## config.mk

```make
export PLATFORM = sky130hd
export DESIGN_NAME = axis_pkt_master_flat
export DESIGN_NICKNAME = d
export VERILOG_FILES = /design/src/rtl/axis_pkt_master_if.sv /design/src/rtl/axis_pkt_master.sv /design/src/flat_wrapper.sv
export SDC_FILE = /design/constraint.sdc
export NUM_CORES = 1
export LEC_CHECK = 0
export ABC_AREA = 1
export BUFFER_PORTS_ARGS = -buffer_cell sky130_fd_sc_hd__buf_2
export CORE_ASPECT_RATIO = 1.2
export CORE_MARGIN = 4
export CORE_UTILIZATION = 35
export DETAILED_ROUTE_END_ITERATION = 8
export PLACE_DENSITY = 0.52
export SETUP_SLACK_MARGIN = 0.3
export SLEW_MARGIN = 10
export SYNTH_ARGS = -nofsm -noshare
export SYNTH_HDL_FRONTEND = slang
export SYNTH_SLANG_ARGS = --single-unit
```

## constraint.sdc

```tcl
create_clock -name Aclk -period 6.2 [get_ports Aclk]
set_clock_uncertainty 0.1 [all_clocks]
set_input_delay 1.24 -clock Aclk [delete_from_list [all_inputs] [get_ports Aclk]]
set_output_delay 1.24 -clock Aclk [all_outputs]
set_load 0.005 [all_outputs]
```

## src/rtl/axis_pkt_master_if.sv

```systemverilog
// AXI4-Stream master-side bundle for the packet generator.
// Carries tvalid/tready/tdata/tlast/tkeep for one stream.
interface axis_pkt_master_if #(
    parameter int DATA_W = 8
);
    logic              tvalid;
    logic              tready;
    logic [DATA_W-1:0] tdata;
    logic              tlast;
    logic              tkeep;

    modport master (
        output tvalid,
        output tdata,
        output tlast,
        output tkeep,
        input  tready
    );

    modport slave (
        input  tvalid,
        input  tdata,
        input  tlast,
        input  tkeep,
        output tready
    );
endinterface

```

## src/rtl/axis_pkt_master.sv

```systemverilog
// Burst packet generator: emits npkts+1 packets of len+1 incrementing beats
// on an AXI4-Stream master port, with an optional idle gap between packets.
module axis_pkt_master #(
    parameter int DATA_W = 8,
    parameter int LEN_W  = 8,
    parameter int CNT_W  = 8
) (
    input  logic                 Aclk,
    input  logic                 Areset,
    input  logic                 start,
    input  logic [LEN_W-1:0]     cfg_len,
    input  logic [CNT_W-1:0]     cfg_npkts,
    input  logic [CNT_W-1:0]     cfg_gap,
    input  logic [DATA_W-1:0]    cfg_data0,
    axis_pkt_master_if.master    m_axis,
    output logic                 busy,
    output logic                 done,
    output logic [CNT_W-1:0]     pkt_sent
);

    typedef enum logic [1:0] {
        IDLE = 2'd0,
        SEND = 2'd1,
        GAP  = 2'd2
    } state_t;

    state_t             state_q, state_d;
    logic [DATA_W-1:0]  data_q, data_d;
    logic [LEN_W-1:0]   beat_q, beat_d;
    logic [LEN_W-1:0]   len_q, len_d;
    logic [CNT_W-1:0]   npkts_q, npkts_d;
    logic [CNT_W-1:0]   gap_q, gap_d;
    logic [CNT_W-1:0]   gcnt_q, gcnt_d;
    logic [CNT_W-1:0]   pkt_q, pkt_d;
    logic               valid_q, valid_d;
    logic               last_q, last_d;
    logic               busy_q, busy_d;
    logic               done_q, done_d;

    always_ff @(posedge Aclk) begin
        if (Areset) begin
            state_q <= IDLE;
            data_q  <= '0;
            beat_q  <= '0;
            len_q   <= '0;
            npkts_q <= '0;
            gap_q   <= '0;
            gcnt_q  <= '0;
            pkt_q   <= '0;
            valid_q <= 1'b0;
            last_q  <= 1'b0;
            busy_q  <= 1'b0;
            done_q  <= 1'b0;
        end else begin
            state_q <= state_d;
            data_q  <= data_d;
            beat_q  <= beat_d;
            len_q   <= len_d;
            npkts_q <= npkts_d;
            gap_q   <= gap_d;
            gcnt_q  <= gcnt_d;
            pkt_q   <= pkt_d;
            valid_q <= valid_d;
            last_q  <= last_d;
            busy_q  <= busy_d;
            done_q  <= done_d;
        end
    end

    always_comb begin
        state_d = state_q;
        data_d  = data_q;
        beat_d  = beat_q;
        len_d   = len_q;
        npkts_d = npkts_q;
        gap_d   = gap_q;
        gcnt_d  = gcnt_q;
        pkt_d   = pkt_q;
        valid_d = valid_q;
        last_d  = last_q;
        done_d  = 1'b0;
        unique case (state_q)
            IDLE: begin
                // The done cycle still reports busy, so start is refused there.
                if (start && !done_q) begin
                    state_d = SEND;
                    len_d   = cfg_len;
                    npkts_d = cfg_npkts;
                    gap_d   = cfg_gap;
                    data_d  = cfg_data0;
                    beat_d  = '0;
                    pkt_d   = '0;
                    valid_d = 1'b1;
                    last_d  = (cfg_len == '0);
                end
            end
            SEND: begin
                if (valid_q && m_axis.tready) begin
                    data_d = data_q + DATA_W'(1);
                    if (last_q) begin
                        pkt_d  = pkt_q + CNT_W'(1);
                        beat_d = '0;
                        if (pkt_q == npkts_q) begin
                            state_d = IDLE;
                            valid_d = 1'b0;
                            last_d  = 1'b0;
                            done_d  = 1'b1;
                        end else if (gap_q != '0) begin
                            state_d = GAP;
                            valid_d = 1'b0;
                            last_d  = 1'b0;
                            gcnt_d  = '0;
                        end else begin
                            last_d = (len_q == '0);
                        end
                    end else begin
                        beat_d = beat_q + LEN_W'(1);
                        last_d = ((beat_q + LEN_W'(1)) == len_q);
                    end
                end
            end
            GAP: begin
                if (gcnt_q == gap_q - CNT_W'(1)) begin
                    state_d = SEND;
                    valid_d = 1'b1;
                    last_d  = (len_q == '0);
                end else begin
                    gcnt_d = gcnt_q + CNT_W'(1);
                end
            end
            default: state_d = IDLE;
        endcase
        busy_d = (state_d != IDLE) || done_d;
    end

    assign m_axis.tvalid = valid_q;
    assign m_axis.tdata  = data_q;
    assign m_axis.tlast  = last_q;
    assign m_axis.tkeep  = valid_q;
    assign busy          = busy_q;
    assign done          = done_q;
    assign pkt_sent      = pkt_q;

endmodule

```

## src/flat_wrapper.sv

```systemverilog
// flat-port wrapper written by rule: the top's interface ports become plain ports
module axis_pkt_master_flat 
#(
    parameter int DATA_W = 8,
    parameter int LEN_W  = 8,
    parameter int CNT_W  = 8
)
  (Aclk, Areset, start, cfg_len, cfg_npkts, cfg_gap, cfg_data0, busy, done, pkt_sent, m_axis_tvalid, m_axis_tdata, m_axis_tlast, m_axis_tkeep, m_axis_tready);
  axis_pkt_master_if #(.DATA_W(DATA_W)) m_axis_i ();
  input  logic Aclk;
  input  logic Areset;
  input  logic start;
  input  logic [LEN_W-1:0] cfg_len;
  input  logic [CNT_W-1:0] cfg_npkts;
  input  logic [CNT_W-1:0] cfg_gap;
  input  logic [DATA_W-1:0] cfg_data0;
  output logic busy;
  output logic done;
  output logic [CNT_W-1:0] pkt_sent;
  output wire logic [$bits(m_axis_i.tvalid)-1:0] m_axis_tvalid;
  output wire logic [$bits(m_axis_i.tdata)-1:0] m_axis_tdata;
  output wire logic [$bits(m_axis_i.tlast)-1:0] m_axis_tlast;
  output wire logic [$bits(m_axis_i.tkeep)-1:0] m_axis_tkeep;
  input wire logic [$bits(m_axis_i.tready)-1:0] m_axis_tready;
  assign m_axis_tvalid = m_axis_i.tvalid;
  assign m_axis_tdata = m_axis_i.tdata;
  assign m_axis_tlast = m_axis_i.tlast;
  assign m_axis_tkeep = m_axis_i.tkeep;
  assign m_axis_i.tready = m_axis_tready;
  axis_pkt_master #(.DATA_W(DATA_W), .LEN_W(LEN_W), .CNT_W(CNT_W)) u_core (.Aclk(Aclk), .Areset(Areset), .start(start), .cfg_len(cfg_len), .cfg_npkts(cfg_npkts), .cfg_gap(cfg_gap), .cfg_data0(cfg_data0), .m_axis(m_axis_i), .busy(busy), .done(done), .pkt_sent(pkt_sent));
endmodule
```

Yosys cells after proc, flatten, opt, wreduce, memory -nomap -nowiden
Cells that the tools add are included.
{"block": "op_classes", "eq_ne": 13, "n_addsub": 5, "muxes": 41, "reduce_logical": 18}
{"operator": "$mux W8", "n": 12}
{"operator": "$pmux W8 S2", "n": 4}
{"operator": "$add A8 B1 Y8 const B", "n": 4}
{"operator": "$eq A8 B8 Y1", "n": 3}
{"operator": "$logic_not A8 Y1", "n": 2}
{"operator": "$mux W1", "n": 16}
{"operator": "$mux W2", "n": 6}
{"operator": "$reduce_and A6 Y1", "n": 2}
{"operator": "$ne A2 B1 Y1 const B", "n": 5}
{"operator": "$reduce_and A4 Y1", "n": 2}
{"operator": "$reduce_bool A8 Y1", "n": 1}
{"operator": "$sub A8 B1 Y8 const B", "n": 1}
{"operator": "$pmux W1 S3", "n": 2}
{"operator": "$pmux W2 S3", "n": 1}
{"operator": "$reduce_bool A2 Y1", "n": 3}
{"operator": "$ne A2 B2 Y1 const B", "n": 2}
{"operator": "$ne A3 B1 Y1 const B", "n": 1}
{"operator": "$reduce_and A3 Y1", "n": 1}
{"operator": "$reduce_bool A3 Y1", "n": 1}
{"operator": "$eq A2 B1 Y1 const B", "n": 1}
{"operator": "$eq A2 B2 Y1 const B", "n": 1}
{"operator": "$logic_and A1 B1 Y1", "n": 2}
{"operator": "$logic_not A2 Y1", "n": 1}
{"operator": "$reduce_and A2 Y1", "n": 1}
{"operator": "other kinds (2)", "n": 2}
{"block": "totals", "elab_cells": 89, "regBits": 62, "output_inout_bits": 21, "input_bits": 36}

Logic depth before layout (Yosys ltp)
{"block": "logic_depth", "word_depth": 8, "depth_mapped": 16, "mapped_depth_nobuf": 15}

Worst setup path after synthesis
OpenSTA, ideal clock, no wires.
{"block": "synth_path", "path_kind": "in2reg", "start": "in m_axis_tready", "end": "reg u_core.gcnt_q[3]", "n_path_buf": 1, "arrival_time_ns": 2.261, "cell_stages": 12, "setup_ns": 0.115, "slack_ns": 3.724, "required_time_ns": 5.985, "path_cell_list": "nand2_1 nand2_1 nand2_2 clkinv_2 o21ai_2 nor3_4 nand2_2 buf_6 nor2_2 nand2_1 nand2_1 nor2_2"}
{"block": "synth_via", "elab_chain_len": 3}
{"item": "start, declared", "line_no": "flat_wrapper.sv:24", "text": "input wire logic [$bits(m_axis_i.tready)-1:0] m_axis_tready;"}
{"item": "$logic_and A1 B1 Y1", "line_no": "axis_pkt_master.sv:98", "text": "if (valid_q && m_axis.tready) begin"}
{"item": "$ne A2 B1 Y1 (no line)"}
{"item": "$reduce_and A6 Y1 (no line)"}
{"item": "end signal, assigned", "line_no": "axis_pkt_master.sv:61", "text": "gcnt_q <= gcnt_d;"}
{"item": "end, declared", "line_no": "axis_pkt_master.sv:33", "text": "logic [CNT_W-1:0] gcnt_q, gcnt_d;"}
Every way passes these cells.
A chain may end at the register's enable or synchronous reset.

Worst setup path after layout
{"block": "layout_path", "start": "in start", "end": "reg u_core.pkt_q[6], in the netlist u_core.pkt_sent[6]"}
{"block": "layout_via", "elab_chain_len": 3}
{"item": "start, declared", "line_no": "flat_wrapper.sv:12", "text": "input logic start;"}
{"item": "$logic_and A1 B1 Y1", "line_no": "axis_pkt_master.sv:85", "text": "if (start && !done_q) begin"}
{"item": "$ne A2 B1 Y1 (no line)"}
{"item": "$reduce_and A4 Y1 (no line)"}
{"item": "end signal, assigned", "line_no": "axis_pkt_master.sv:62", "text": "pkt_q <= pkt_d;"}
{"item": "end, declared", "line_no": "axis_pkt_master.sv:34", "text": "logic [CNT_W-1:0] pkt_q, pkt_d;"}
Every way passes these cells.

==> results.toml <==
[critical_path]
critical_path_depth = 10
crit_start = "start"
critPathCapture = "u_core.pkt_sent[6]$_SDFFE_PP0P_"
cp.required_ns = 6.29
critPathSlowestCell = "nand3_2"
worstSetupEndpointType = "flip-flop"
cp_top_family = "simple AND/OR/NAND/NOR gates"
critPathMaxFanout = 51
critPathKind = "input port to flip-flop"
timing.rr.end = "u_core.pkt_sent[6]$_SDFFE_PP0P_"
slowest_delay_ns = 0.64
start_kind = "input port"
reg2reg_depth = 11
ff2ff_setup_slack_ns = 3.21
path_cells = "buf_2 -> nand3_2 -> o21ai_2 -> nand2_2 -> nor2_4 -> nand3_1 -> nor2_1 -> nand2_1 -> nor3_1 -> nor3b_2"
r2r-start = "u_core.state_q[1]$_SDFF_PP0_"
cp.arrival_ns = 3.37
worst-path-buf-inv = 1

[detailed_routing]
drt_iter0_drc = 150
finalWirelength_microns = 8780
drtAntennaViolNets = 0
wl_per_cell_microns = 12.1
drt_first_pass_iters = 4
via_per_inst = 4.78
drc = 0
vias = 3469

[synthesis]
synth.distinct_cells = 43
ys.flop_type = "dfxtp_1"
synth_warnings = 0
synth.avg_cell_area_sq_um = 6.61
syn_nets = 590
synth-seq-cells = 62
async_flop_share_pct = 0
synth-edff-count = 0
yosysSeqAreaShare_pct = 34.4
syn_area_sq_um = 3600
synthCells = 545

[sta]
worstMarginPinSlew_ns = 0.849
final-setup-viol-count = 0
slew_violations = 0
finalCritPeriodShare_pct = 52.9
fin_setup_tns_ns = 0
rsz0062_at_grt = "no"
fmax_mhz = 305
min_period_ns = 3.28
hold_viol = 0
relSlewSlack_pct = 43.3

[die]
start_util_pct = 35.8
io_pins = 57
rows = 40
die_y_microns = 119
die_w_microns = 101
dieArea_sq_um = 12000
core_sq_um = 10100

[global_route]
grtUsageTotal_pct = 15.2
use_met2_pct = 25.9
antenna_found_initial = 0
grt_max_degree = 52
overflow = 0
grtUsageMet3_pct = 3.46
use_met1_pct = 18.6
grt_pass1_wl_microns = 14800
grt-busiest-layer = "met2"
first_global_vias = 3286

[layout]
final_nets = 641
area_growth_pct = 17.5
n_antenna_cell = 0
drive_gt1_share_pct = 16.3
fin_area_sq_um = 4230
utilization_pct = 42.1

[power]
power_density_nw_per_um2 = 256
ir_drop_v = 0.000156
leakage_nw = 1.80

[clock_tree]
clkSlewWorstSetupHoldPaths_ns = 0.05
cts_max_level = 3
clockBufferDepth = 2
cts_hold_buf = 0
ctsRootBufferMaster = "clkbuf_16"
cts_tree = "built"
post_cts_resized = 0
clock_sinks = 62
clk_latency_ns = 0.32
post-cts-setup-buffers = 0
cts-buffers-inserted = 9

[hold_path]
hp-class = "flip-flop to flip-flop"

[placement]
place.gp.congestion = 0.796
hpwl_microns = 6730
placed_area_sq_um = 3970
portBuffers = 56

[run]
maxCapViolCount = 0

[outcome]
status = "finished, final reports clean"
sequential cells by signal, indices dropped and copies added, names as in the netlist, 2 cells and up:
signal	count
u_core.beat_q	8
u_core.gap_q	8
u_core.gcnt_q	8
u_core.len_q	8
u_core.m_axis.tdata	8
u_core.npkts_q	8
u_core.pkt_sent	8
u_core.state_q	2
final cells by class:
type,count,area (sq um)
repair buffers,57,288
fillers,1066,5830
clock inverters,1,5.00
well taps,126,158
clock buffers,14,264
inverters,70,270
flip-flops and latches,62,1240
multi-input cells,396,2010
cells in the final DEF, fill, tap and decap left out, drive strengths merged:
| cell | n |
|---|---|
| o211a | 1 |
| a21boi | 1 |
| ha | 9 |
| nand2 | 133 |
| nor2 | 62 |
| xor2 | 6 |
| clkbuf | 14 |
| or2 | 2 |
| nand4 | 10 |
| buf | 57 |
| nor3 | 9 |
| a21oi | 51 |
| and2 | 1 |
| o21ai | 42 |
| a211oi | 3 |
| nand3b | 1 |
| nor3b | 3 |
| clkinv | 4 |
| inv | 67 |
| dfxtp | 62 |
| nor4 | 3 |
| a221oi | 2 |
| xnor2 | 6 |
| o211ai | 1 |
| a31oi | 2 |
| nand3 | 47 |
| o21a | 1 |
stage by stage:
stage / hold slack [ns] / power [mW] / worst slack, ns / cells
global route: 0.398 / 1.15 / 2.64 / 726
global placement: 0.358 / 0.643 / 2.64 / 711
detailed placement: 0.361 / 0.644 / 2.55 / 711
CTS: 0.369 / 1.10 / 2.88 / 726
floorplan: 0.336 / 0.591 / 3.72 / 545
finish: 0.365 / 1.08 / 2.92 / 726
worst min path at each step:
stage,depth (start not counted),to,startpoint,slack [ns]
floorplan,2,u_core.npkts_q[0]$_SDFFE_PP0P_,u_core.npkts_q[0]$_SDFFE_PP0P_,0.34
CTS,2,u_core.npkts_q[2]$_SDFFE_PP0P_,u_core.npkts_q[2]$_SDFFE_PP0P_,0.37
global placement,2,u_core.npkts_q[2]$_SDFFE_PP0P_,u_core.npkts_q[2]$_SDFFE_PP0P_,0.36
finish,2,u_core.npkts_q[2]$_SDFFE_PP0P_,u_core.npkts_q[2]$_SDFFE_PP0P_,0.36
global route,2,u_core.npkts_q[0]$_SDFFE_PP0P_,u_core.npkts_q[0]$_SDFFE_PP0P_,0.40
detailed placement,2,u_core.npkts_q[2]$_SDFFE_PP0P_,u_core.npkts_q[2]$_SDFFE_PP0P_,0.36
cells in the mapped netlist (2+ instances only):
library cell  instances  area [sq um]
nand2_1             130           488
dfxtp_1              62          1240
inv_1                61           229
nor2_1               55           206
a21oi_1              51           255
nand3_1              45           225
o21ai_0              36           180
clkbuf_1             13          48.8
ha_1                  9           113
nand4_1               9          56.3
nor3_1                6          30.0
xnor2_1               6          52.6
xor2_1                6          52.6
inv_2                 5          18.8
nor2_2                5          31.3
a211oi_1              3          22.5
nand2_2               3          18.8
nor4_1                3          18.8
o21ai_1               3          15.0
o21ai_2               3          26.3
a221oi_1              2          17.5
a31oi_1               2          12.5
buf_6                 2          22.5
clkinv_2              2          10.0
nand3_2               2          20.0
nor2_4                2          22.5
nor3_2                2          20.0
nor3b_1               2          15.0
cells by family after synthesis:
family,synth area share (%)
flops,34.4
xor+xnor,2.92
buf+inv,9.83
simple gates,34.1
compound gates,15.6
fa+ha+maj,3.13
worst min-delay path, stage by stage, from the launching register on:
cell     delay, ns
dfxtp_1       0.30
inv_1         0.06
a21oi_1       0.05
report_power, final:
group          switching, mW  internal (mW)  total [mW]
Clock                  0.163          0.289       0.452
Sequential            0.0210          0.425       0.446
Combinational          0.117         0.0697       0.187
Total                  0.301          0.784        1.08
metal layers:
layer	vias to the layer above	wire length [microns]
li1	1881	-
met5	-	0
met2	44	4370
met1	1537	4060
met3	7	275
met4	0	73
Power figures use the tool's default switching activity.
